**config.mk**
```make
export PLATFORM = sky130hd
export DESIGN_NAME = result_writeback_flat
export DESIGN_NICKNAME = d
export VERILOG_FILES = /design/src/rtl/systolic_pkg.sv /design/src/rtl/result_writeback_if.sv /design/src/rtl/result_writeback_acc_snapshot.sv /design/src/rtl/result_writeback.sv /design/src/flat_wrapper.sv
export SDC_FILE = /design/constraint.sdc
export NUM_CORES = 1
export LEC_CHECK = 0
export CORE_ASPECT_RATIO = 0.7
export CORE_MARGIN = 2
export CORE_UTILIZATION = 50
export DETAILED_ROUTE_END_ITERATION = 8
export HOLD_SLACK_MARGIN = 0.1
export PLACE_DENSITY = 0.77
export RECOVER_POWER = 50
export SLEW_MARGIN = 20
export SYNTH_ARGS = -nofsm -noshare
export SYNTH_HDL_FRONTEND = slang
export SYNTH_SLANG_ARGS = --single-unit
```
**constraint.sdc**
```tcl
create_clock -name clk -period 3.15 [get_ports clk]
set_clock_uncertainty 0.05 [all_clocks]
set_input_delay 0.63 -clock clk [delete_from_list [all_inputs] [get_ports clk]]
set_output_delay 0.63 -clock clk [all_outputs]
set_load 0.01 [all_outputs]
```
**src/rtl/systolic_pkg.sv**
```systemverilog
// Shared constants, state encoding and payload types for the systolic array
// result write-back path.
package systolic_pkg;

  localparam int unsigned N          = 4;
  localparam int unsigned DATA_W     = 32;
  localparam int unsigned OUT_AW     = 7;
  localparam int unsigned MAX_TILES  = 8;
  localparam int unsigned TILE_WORDS = N * N;
  localparam int unsigned IDX_W      = $clog2(TILE_WORDS);
  localparam int unsigned TILE_W     = $clog2(MAX_TILES);
  localparam int unsigned NT_W       = TILE_W + 1;
  localparam int unsigned ACC_W      = TILE_WORDS * DATA_W;

  typedef enum logic [1:0] {
    IDLE  = 2'd0,
    ARMED = 2'd1,
    DRAIN = 2'd2,
    DONE  = 2'd3
  } wb_state_e;

  typedef struct packed {
    logic [OUT_AW-1:0] addr;
    logic [DATA_W-1:0] data;
  } mem_wr_t;

  // Programs longer than the output memory holds are cut to MAX_TILES.
  function automatic logic [NT_W-1:0] clamp_tiles(input logic [NT_W-1:0] n);
    return (n > NT_W'(MAX_TILES)) ? NT_W'(MAX_TILES) : n;
  endfunction

endpackage

```
**src/rtl/result_writeback_if.sv**
```systemverilog
// Tile capture handshake from the PE grid plus the output memory write port.
interface result_writeback_if;
  import systolic_pkg::*;

  logic              acc_valid;
  logic              acc_ready;
  logic [ACC_W-1:0]  acc_data;
  logic              mem_we;
  logic [OUT_AW-1:0] mem_addr;
  logic [DATA_W-1:0] mem_wdata;

  modport master (
    input  acc_valid, acc_data,
    output acc_ready, mem_we, mem_addr, mem_wdata
  );

  modport slave (
    output acc_valid, acc_data,
    input  acc_ready, mem_we, mem_addr, mem_wdata
  );

endinterface

```
**src/rtl/result_writeback_acc_snapshot.sv**
```systemverilog
// Snapshot bank holding one captured 4x4 accumulator tile, with a read mux
// so the grid can start its next instruction while the tile drains.
module acc_snapshot
  import systolic_pkg::*;
(
  input  logic              clk,
  input  logic              rst_n,
  input  logic              i_load,
  input  logic [ACC_W-1:0]  i_data,
  input  logic [IDX_W-1:0]  i_rd_idx,
  output logic [DATA_W-1:0] o_rd_data_c
);

  logic [DATA_W-1:0] r_snap [TILE_WORDS];

  for (genvar g = 0; g < int'(TILE_WORDS); g++) begin : g_entry
    always_ff @(posedge clk or negedge rst_n) begin
      if (!rst_n) begin
        r_snap[g] <= '0;
      end else if (i_load) begin
        r_snap[g] <= i_data[g*DATA_W +: DATA_W];
      end
    end
  end

  assign o_rd_data_c = r_snap[i_rd_idx];

endmodule

```
**src/rtl/result_writeback.sv**
```systemverilog
// Captures each finished PE tile and serialises it, row-major, into the
// output memory at tile*16 + row*4 + col; flags completion of the program.
module result_writeback
  import systolic_pkg::*;
(
  input  logic                clk,
  input  logic                rst,
  input  logic                i_start,
  input  logic [NT_W-1:0]     i_num_tiles,
  result_writeback_if.master  bus,
  output logic [TILE_W-1:0]   o_tile_idx,
  output logic                o_busy,
  output logic                o_done
);

  wb_state_e         r_state, w_state_nxt;
  logic [IDX_W-1:0]  r_k, w_k_nxt;
  logic [TILE_W-1:0] r_tile, w_tile_nxt;
  logic [NT_W-1:0]   r_tiles_lat, w_tiles_lat_nxt;
  logic              r_done, w_done_nxt;
  logic              r_we, w_we_nxt;
  mem_wr_t           r_wr, w_wr_nxt;
  logic              w_capture;
  logic              w_last_tile;
  logic [IDX_W-1:0]  w_rd_idx;
  logic [DATA_W-1:0] w_snap_rd;

  // r_k is the index of the word currently on the memory port; read one ahead.
  assign w_rd_idx    = r_k + IDX_W'(1);
  assign w_last_tile = ({1'b0, r_tile} + NT_W'(1)) == r_tiles_lat;

  acc_snapshot u_snap (
    .clk         (clk),
    .rst_n       (rst),
    .i_load      (w_capture),
    .i_data      (bus.acc_data),
    .i_rd_idx    (w_rd_idx),
    .o_rd_data_c (w_snap_rd)
  );

  always_ff @(posedge clk or negedge rst) begin
    if (!rst) begin
      r_state <= IDLE;
    end else begin
      r_state <= w_state_nxt;
    end
  end

  // Next state, counters and the next memory write; start overrides everything.
  always_comb begin
    w_state_nxt     = r_state;
    w_k_nxt         = r_k;
    w_tile_nxt      = r_tile;
    w_tiles_lat_nxt = r_tiles_lat;
    w_done_nxt      = r_done;
    w_we_nxt        = 1'b0;
    w_wr_nxt        = r_wr;
    w_capture       = 1'b0;

    if (i_start) begin
      w_tile_nxt      = '0;
      w_k_nxt         = '0;
      w_tiles_lat_nxt = clamp_tiles(i_num_tiles);
      if (i_num_tiles == '0) begin
        w_state_nxt = DONE;
        w_done_nxt  = 1'b1;
      end else begin
        w_state_nxt = ARMED;
        w_done_nxt  = 1'b0;
      end
    end else begin
      case (r_state)
        ARMED: begin
          if (bus.acc_valid) begin
            // Word 0 goes straight from the grid so the first write lands next cycle.
            w_capture     = 1'b1;
            w_state_nxt   = DRAIN;
            w_k_nxt       = '0;
            w_we_nxt      = 1'b1;
            w_wr_nxt.addr = {r_tile, IDX_W'(0)};
            w_wr_nxt.data = bus.acc_data[DATA_W-1:0];
          end
        end
        DRAIN: begin
          if (r_k == IDX_W'(TILE_WORDS - 1)) begin
            if (w_last_tile) begin
              w_state_nxt = DONE;
              w_done_nxt  = 1'b1;
            end else begin
              w_state_nxt = ARMED;
              w_tile_nxt  = r_tile + TILE_W'(1);
            end
          end else begin
            w_k_nxt       = w_rd_idx;
            w_we_nxt      = 1'b1;
            w_wr_nxt.addr = {r_tile, w_rd_idx};
            w_wr_nxt.data = w_snap_rd;
          end
        end
        default: begin
        end
      endcase
    end
  end

  always_ff @(posedge clk or negedge rst) begin
    if (!rst) begin
      r_k         <= '0;
      r_tile      <= '0;
      r_tiles_lat <= '0;
      r_done      <= 1'b0;
      r_we        <= 1'b0;
      r_wr        <= '0;
    end else begin
      r_k         <= w_k_nxt;
      r_tile      <= w_tile_nxt;
      r_tiles_lat <= w_tiles_lat_nxt;
      r_done      <= w_done_nxt;
      r_we        <= w_we_nxt;
      r_wr        <= w_wr_nxt;
    end
  end

  assign bus.acc_ready = (r_state == ARMED);
  assign bus.mem_we    = r_we;
  assign bus.mem_addr  = r_wr.addr;
  assign bus.mem_wdata = r_wr.data;

  assign o_tile_idx = r_tile;
  assign o_busy     = (r_state == ARMED) || (r_state == DRAIN);
  assign o_done     = r_done;

endmodule

```
**src/flat_wrapper.sv**
```systemverilog
// flat-port wrapper written by rule: the top's interface ports become plain ports
module result_writeback_flat import systolic_pkg::*;
  (clk, rst, i_start, i_num_tiles, o_tile_idx, o_busy, o_done, bus_acc_valid, bus_acc_data, bus_acc_ready, bus_mem_we, bus_mem_addr, bus_mem_wdata);
  result_writeback_if bus_i ();
  input  logic clk;
  input  logic rst;
  input  logic i_start;
  input  logic [NT_W-1:0] i_num_tiles;
  output logic [TILE_W-1:0] o_tile_idx;
  output logic o_busy;
  output logic o_done;
  input wire logic [$bits(bus_i.acc_valid)-1:0] bus_acc_valid;
  input wire logic [$bits(bus_i.acc_data)-1:0] bus_acc_data;
  output wire logic [$bits(bus_i.acc_ready)-1:0] bus_acc_ready;
  output wire logic [$bits(bus_i.mem_we)-1:0] bus_mem_we;
  output wire logic [$bits(bus_i.mem_addr)-1:0] bus_mem_addr;
  output wire logic [$bits(bus_i.mem_wdata)-1:0] bus_mem_wdata;
  assign bus_i.acc_valid = bus_acc_valid;
  assign bus_i.acc_data = bus_acc_data;
  assign bus_acc_ready = bus_i.acc_ready;
  assign bus_mem_we = bus_i.mem_we;
  assign bus_mem_addr = bus_i.mem_addr;
  assign bus_mem_wdata = bus_i.mem_wdata;
  result_writeback u_core (.clk(clk), .rst(rst), .i_start(i_start), .i_num_tiles(i_num_tiles), .bus(bus_i), .o_tile_idx(o_tile_idx), .o_busy(o_busy), .o_done(o_done));
endmodule
```
# Yosys cells after proc, flatten, opt, wreduce, memory -nomap -nowiden
# Cells that the tools add are included.
# totals
register_bits	566
in_bits	520
out_inout_bits	46
wordCells	85
# op_classes
addsub	3
order_cmp	2
eq_ne	10
muxes	32
n_bitwise	2
reduce_logical	12
# ops
op	count
32-bit binary-select mux with 4-bit select	1
39-bit two-way mux	2
39-bit one-hot mux with 2 select lines	1
32-bit two-way mux	2
4-bit two-way mux	4
3-bit two-way mux	4
3-bit AND reduction	4
1-bit two-way mux	10
2-bit two-way mux	5
4-bit one-hot mux with 2 select lines	1
2-bit nonzero test	4
2-bit inequality test, second input constant	3
3-bit inequality test, second input constant	2
5-bit greater-or-equal comparator, second input constant	1
4-bit inverter with 5-bit output	1
3-bit by 1-bit adder with 4-bit output, second input constant	1
4-bit by 1-bit adder with 4-bit output, second input constant	1
4-bit equality test	1
4-bit equality test, second input constant	1
4-bit greater-than comparator, second input constant	1
4-bit zero test	1
2-bit one-hot mux with 2 select lines	1
4-bit AND reduction	1
3-bit by 1-bit adder with 3-bit output, second input constant	1
7 further kinds	7

# Longest topological paths before layout
# Gate-level depths: netlist (run 1).
# depth
word_depth	7
ltp_mapped	9
mapped_depth_nobuf	7

# Hierarchy
# A second synthesis (run 1) with hierarchy kept.
# unflattened
cells_unflattened	1617
area_unflattened_um2	25259.2
# by_module_without_submodules
module	instances	cells_each	area_per_inst_um2	seq_area_each_um2
acc_snapshot	1	1352	22561.6	12812.3
result_writeback	1	265	2697.6	1351.3

# Worst setup path after synthesis (run 1)
# No wires, ideal clock.
# synth_path
path_type	register to register
from	register u_core.r_k[1]
to	register u_core.r_wr (netlist bit u_core.bus.mem_wdata[27])
arrival_time_ns	2.055
t_required_ns	2.975
path_slack_ns	0.920
path_stages_with_launch	9
path_buffers	3
period_less_slack_ns	2.230
path_cell_list	dfrtp_1 > ha_1 > buf_2 > buf_4 > clkbuf_1 > mux4_2 > mux2_2 > o221ai_1 > nand2_1
# synth_between
elab_chain_len	7
word_cells_on_any_way	10
classes_between	add/sub: 1; eq/ne: 2; mux: 5; bitwise: 1; reduce/logical: 1
# synth_rtl
item	line	text
start: declaration	result_writeback.sv:17	logic [IDX_W-1:0] r_k, w_k_nxt;
start signal: assignment	result_writeback.sv:115	r_k <= w_k_nxt;
4-bit by 1-bit adder with 4-bit output	result_writeback.sv:29	assign w_rd_idx = r_k + IDX_W'(1);
4-bit inverter with 5-bit output (not written as such)	result_writeback_acc_snapshot.sv:26	assign o_rd_data_c = r_snap[i_rd_idx];
32-bit binary-select mux with 4-bit select	result_writeback_acc_snapshot.sv:26	
32-bit two-way mux (not written as such) (2 in series)	result_writeback_acc_snapshot.sv:26	
39-bit two-way mux	result_writeback.sv:85	if (r_k == IDX_W'(TILE_WORDS - 1)) begin
39-bit one-hot mux with 2 select lines	result_writeback.sv:72	case (r_state)
end signal: assignment	result_writeback.sv:120	r_wr <= w_wr_nxt;
end: declaration	result_writeback.sv:22	mem_wr_t r_wr, w_wr_nxt;
# Parallel ways exist; a longest one is shown, timed or not. The select of a mux whose other input is x is not followed.
# A chain may end at the register's enable or synchronous reset.

# Worst setup path after layout (run 1)
# layout_path
from	register u_core.r_k[0]
to	register u_core.r_wr (netlist bit u_core.bus.mem_wdata[30])
# Same word-level chain as after synthesis.

==> results of run 1 <==
==> worst paths after layout <==
check | cells past startpoint | startpoint | slack (ns) | to
worst min-delay path | 1 | u_core.u_snap.r_snap[115]$_DFFE_PN0P_ | 0.45 | u_core.u_snap.r_snap[115]$_DFFE_PN0P_
worst max-delay path | 5 | u_core.r_k[0]$_DFFE_PN0P_ | 0.44 | u_core.bus.mem_wdata[30]$_DFFE_PN0P_
min in group asynchronous | 2 | rst | 0.84 | u_core.u_snap.r_snap[370]$_DFFE_PN0P_
max in group asynchronous | 3 | rst | 0.49 | u_core.u_snap.r_snap[197]$_DFFE_PN0P_
worst min register to register | 1 | u_core.u_snap.r_snap[115]$_DFFE_PN0P_ | 0.45 | u_core.u_snap.r_snap[115]$_DFFE_PN0P_
worst max register to register | 5 | u_core.r_k[0]$_DFFE_PN0P_ | 0.44 | u_core.bus.mem_wdata[30]$_DFFE_PN0P_
==> final cells by class <==
class | count | area (µm²) | share of cell area [%]
Clock inverter | 20 | 231 | 0.673
Sequential cell | 566 | 14200 | 41.2
Clock buffer | 82 | 1650 | 4.80
Inverter | 7 | 26.3 | 0.0763
Tap cell | 674 | 843 | 2.45
Antenna cell | 27 | 67.6 | 0.196
Timing Repair Buffer | 631 | 6380 | 18.5
Multi-Input combinational cell | 906 | 11000 | 32.1
==> synth_stat cells, types with 5 or more instances <==
library cell  instances  share of area [%]
nand3_1               5              0.097
clkbuf_1             26               0.38
nor2b_1               6               0.15
mux4_2               65                5.7
mux4_1               62                6.3
buf_1                 8               0.12
buf_6                12               0.52
inv_1                 7               0.10
a21oi_1               9               0.17
nor2_1                8               0.12
buf_2                72                1.4
o221ai_2             18                1.0
mux2_2              549                 24
a22o_1               36                1.2
o221ai_1             13               0.44
nand2_1              46               0.67
dfrtp_1             566                 55
a22oi_1              34               0.99
o21ai_0               7               0.14
==> metal layers <==
| metal | vias to the layer above | share of wire, % |
|---|---|---|
| li1 | 7280 | - |
| met5 | - | 0.15 |
| met3 | 150 | 7.5 |
| met4 | 16 | 3.5 |
| met2 | 596 | 50 |
| met1 | 8724 | 39 |
==> worst max-delay path, delay by kind of cell (launching register included) <==
kind                       cells  cell delay (ns)
DFF                            1             0.56
buffers and inverters          1             0.32
adders and majority gates      1             0.65
muxes                          1             0.39
AOI/OAI and AO/OA              2             0.53
==> per-stage QoR <==
stage | instances | area, µm² | total power, mW | worst slack, ns
after floorplan | 1599 | 25800 | 13.6 | 0.920
after global routing | 2903 | 34400 | 23.9 | 0.195
after CTS | 2886 | 34500 | 23.0 | 0.458
after global placement | 2783 | 32600 | 15.8 | 0.431
after detailed placement | 2783 | 32600 | 16.1 | 0.322
final | 2913 | 34400 | 22.8 | 0.443
==> cell usage in the layout (no fill, tap or decap), types with 9 or more instances in the layout <==
master	synthesis	layout
a21oi_1	9	9
a22o_1	36	36
a22oi_1	34	34
buf_12	0	23
buf_4	1	22
clkbuf_1	26	23
clkbuf_16	0	57
clkbuf_8	0	13
clkdlybuf4s50_1	0	563
clkinv_2	0	13
dfrtp_1	566	565
diode_2	0	27
mux2_2	549	549
mux4_1	62	62
mux4_2	65	65
nand2_1	46	45
o221ai_1	13	13
o221ai_2	18	18
==> sequential cells by signal, summed over array words and instances, names as in the netlist <==
register              count
u_core.u_snap.r_snap    512
u_core.r_tiles_lat        4
u_core.bus.mem_we         1
u_core.o_done             1
u_core.o_tile_idx         3
u_core.r_state            2
u_core.bus.mem_wdata     32
u_core.bus.mem_addr       7
u_core.r_k                4
==> power groups by stage <==
stage	logic, mW	registers (mW)	clock network (mW)
after floorplan	3.30	10.3	0
after global placement	5.21	10.6	0
after detailed placement	5.39	10.7	0
after CTS	5.43	10.6	6.99
after global routing	5.71	10.9	7.31
final	5.32	10.6	6.85
==> logic make-up after synthesis <==
kind of cell             share of synthesized area, %
AO/OA/AOI/OAI                                    4.58
multiplexers                                     36.1
buffers and inverters                            2.57
AND/OR/NAND/NOR                                  1.52
adder cells (fa/ha/maj)                         0.194
flip-flops                                       54.9
XOR/XNOR                                        0.136
==> timing repair <==
action	CTS	global route
hold endpoints to repair	57	0
gates resized for setup	0	0
hold buffers	1	0
==> results.cfg, run 1 <==
[logic_synthesis]
synth_warnings = 0
synth_area_mm2 = 0.0258
netlist-cell-type-count = 46
syn_inst = 1599
synthesis.nets = 2123
share_of_async_settable_or_async_resettable_flops_after_synthesis_pct = 100
ys_seq_elements = 566
synth_edf_count = 0
synth-seq-area-share_pct = 54.9
synth_flop_cell = dfrtp_1
synthesis.area_per_instance_um2 = 16.1

[worst_setup_path]
critPathArrivalTime_ns = 3.12
worst-endpoint-required_ns = 3.56
timing.setup.critical_path_class = reg2reg
crit_path_end_kind = register
timing.critical_path.from_type = register
critPathSlowestCell = ha_4
cell_chain_critical_path = ha_4, buf_12, mux2_2, o311ai_0, o31ai_1
max_stage_delay_on_crit_path_ns = 0.65
cp_max_fo = 38

[grt]
antenna_found_initial = 36
gr-usage-met1_pct = 35.1
globalRoute.totalOverflow = 0
grt-busiest-layer = met2
grt_pass1_vias = 17913
grt_start_max_net_pins = 92
gr-usage-met3_pct = 7.53
grt_first_pass_wirelength_um = 110000
grt_use_total_pct = 27.7
met2_resource_use_gr_pct = 45.5

[placement]
hpwlAfterDp_um = 55200
gp_congestion = 0.884
buffer_ports.inserted = 565

[floorplan]
dieArea_mm2 = 0.0534
rows = 69
design.core.area_mm2 = 0.0509
fp.dieW_um = 275
die_height_um = 194
start_util_pct = 50.7
num_io_pins = 566

[sta]
post-route-period-util_pct = 85.9
hold_viol = 0
max-slew-margin-rel_pct = 0.331
final_period_minus_worst_setup_slack_ns = 2.71
setup_viol_count_final = 0
max_clock_freq_mhz = 369
grt_setup_unrepaired = no
fin_hold_ws_ns = 0.446
tns_ns = 0
worst-slew-pin-transition_ns = 1.50
timing.final.max_slew_violations = 0

[cts]
clk-insertion-delay-late_ns = 0.60
postCtsSetupBuffers = 0
cts-buffers-inserted = 55
clkSinkCount = 566
root_buffer = clkbuf_16
tritoncts = built
htree_levels = 2
clk_pin_slew_ns = 0.06
cts_buffer_depth = 3

[power]
internal_power_mw = 16.9
comb_power_share_pct = 23.3
seqPwrFrac_pct = 46.7
power.clock.fraction_pct = 30.0
p_per_area_mw_per_mm2 = 663
netSwitchingPower_mw = 5.87
vdd.ir_drop.worst_mv = 0.461
power.share.switching_pct = 25.7
power.static_leakage_nw = 14.2

[layout]
finish.net_count = 2691
final.fill_count = 3513
finalCoreUtilization_pct = 67.7
areaGrowthSynthToFinish_pct = 33.5
post_route_cells_drive_above_1_share_pct = 35.7

[hold_path]
min-delay-path-class = reg2reg

[job]
maxCapViolations = 0

[drt]
wire_per_inst_um = 25.6
detail_route.vias_per_cell = 5.76
drc = 0
detailroute.via_count = 16766
detail_route.first_pass.iterations = 5
antenna_violating_nets_post_route = 0
finalWirelength_um = 74500
drt_iter0_markers = 985

[run_status]
run_status = finished clean
No activity file was read; power rests on OpenSTA's default activity.
==> run 2: changes to the inputs <==
--- a/config.mk
+++ b/config.mk
@@ -8,6 +8,7 @@
 export CORE_ASPECT_RATIO = 0.7
 export CORE_MARGIN = 2
 export CORE_UTILIZATION = 50
+export CTS_CLUSTER_SIZE = 24
 export DETAILED_ROUTE_END_ITERATION = 8
 export HOLD_SLACK_MARGIN = 0.1
 export PLACE_DENSITY = 0.77
==> results of run 2 <==
No change in the layout: final DEF, timing and power equal those of run 1.
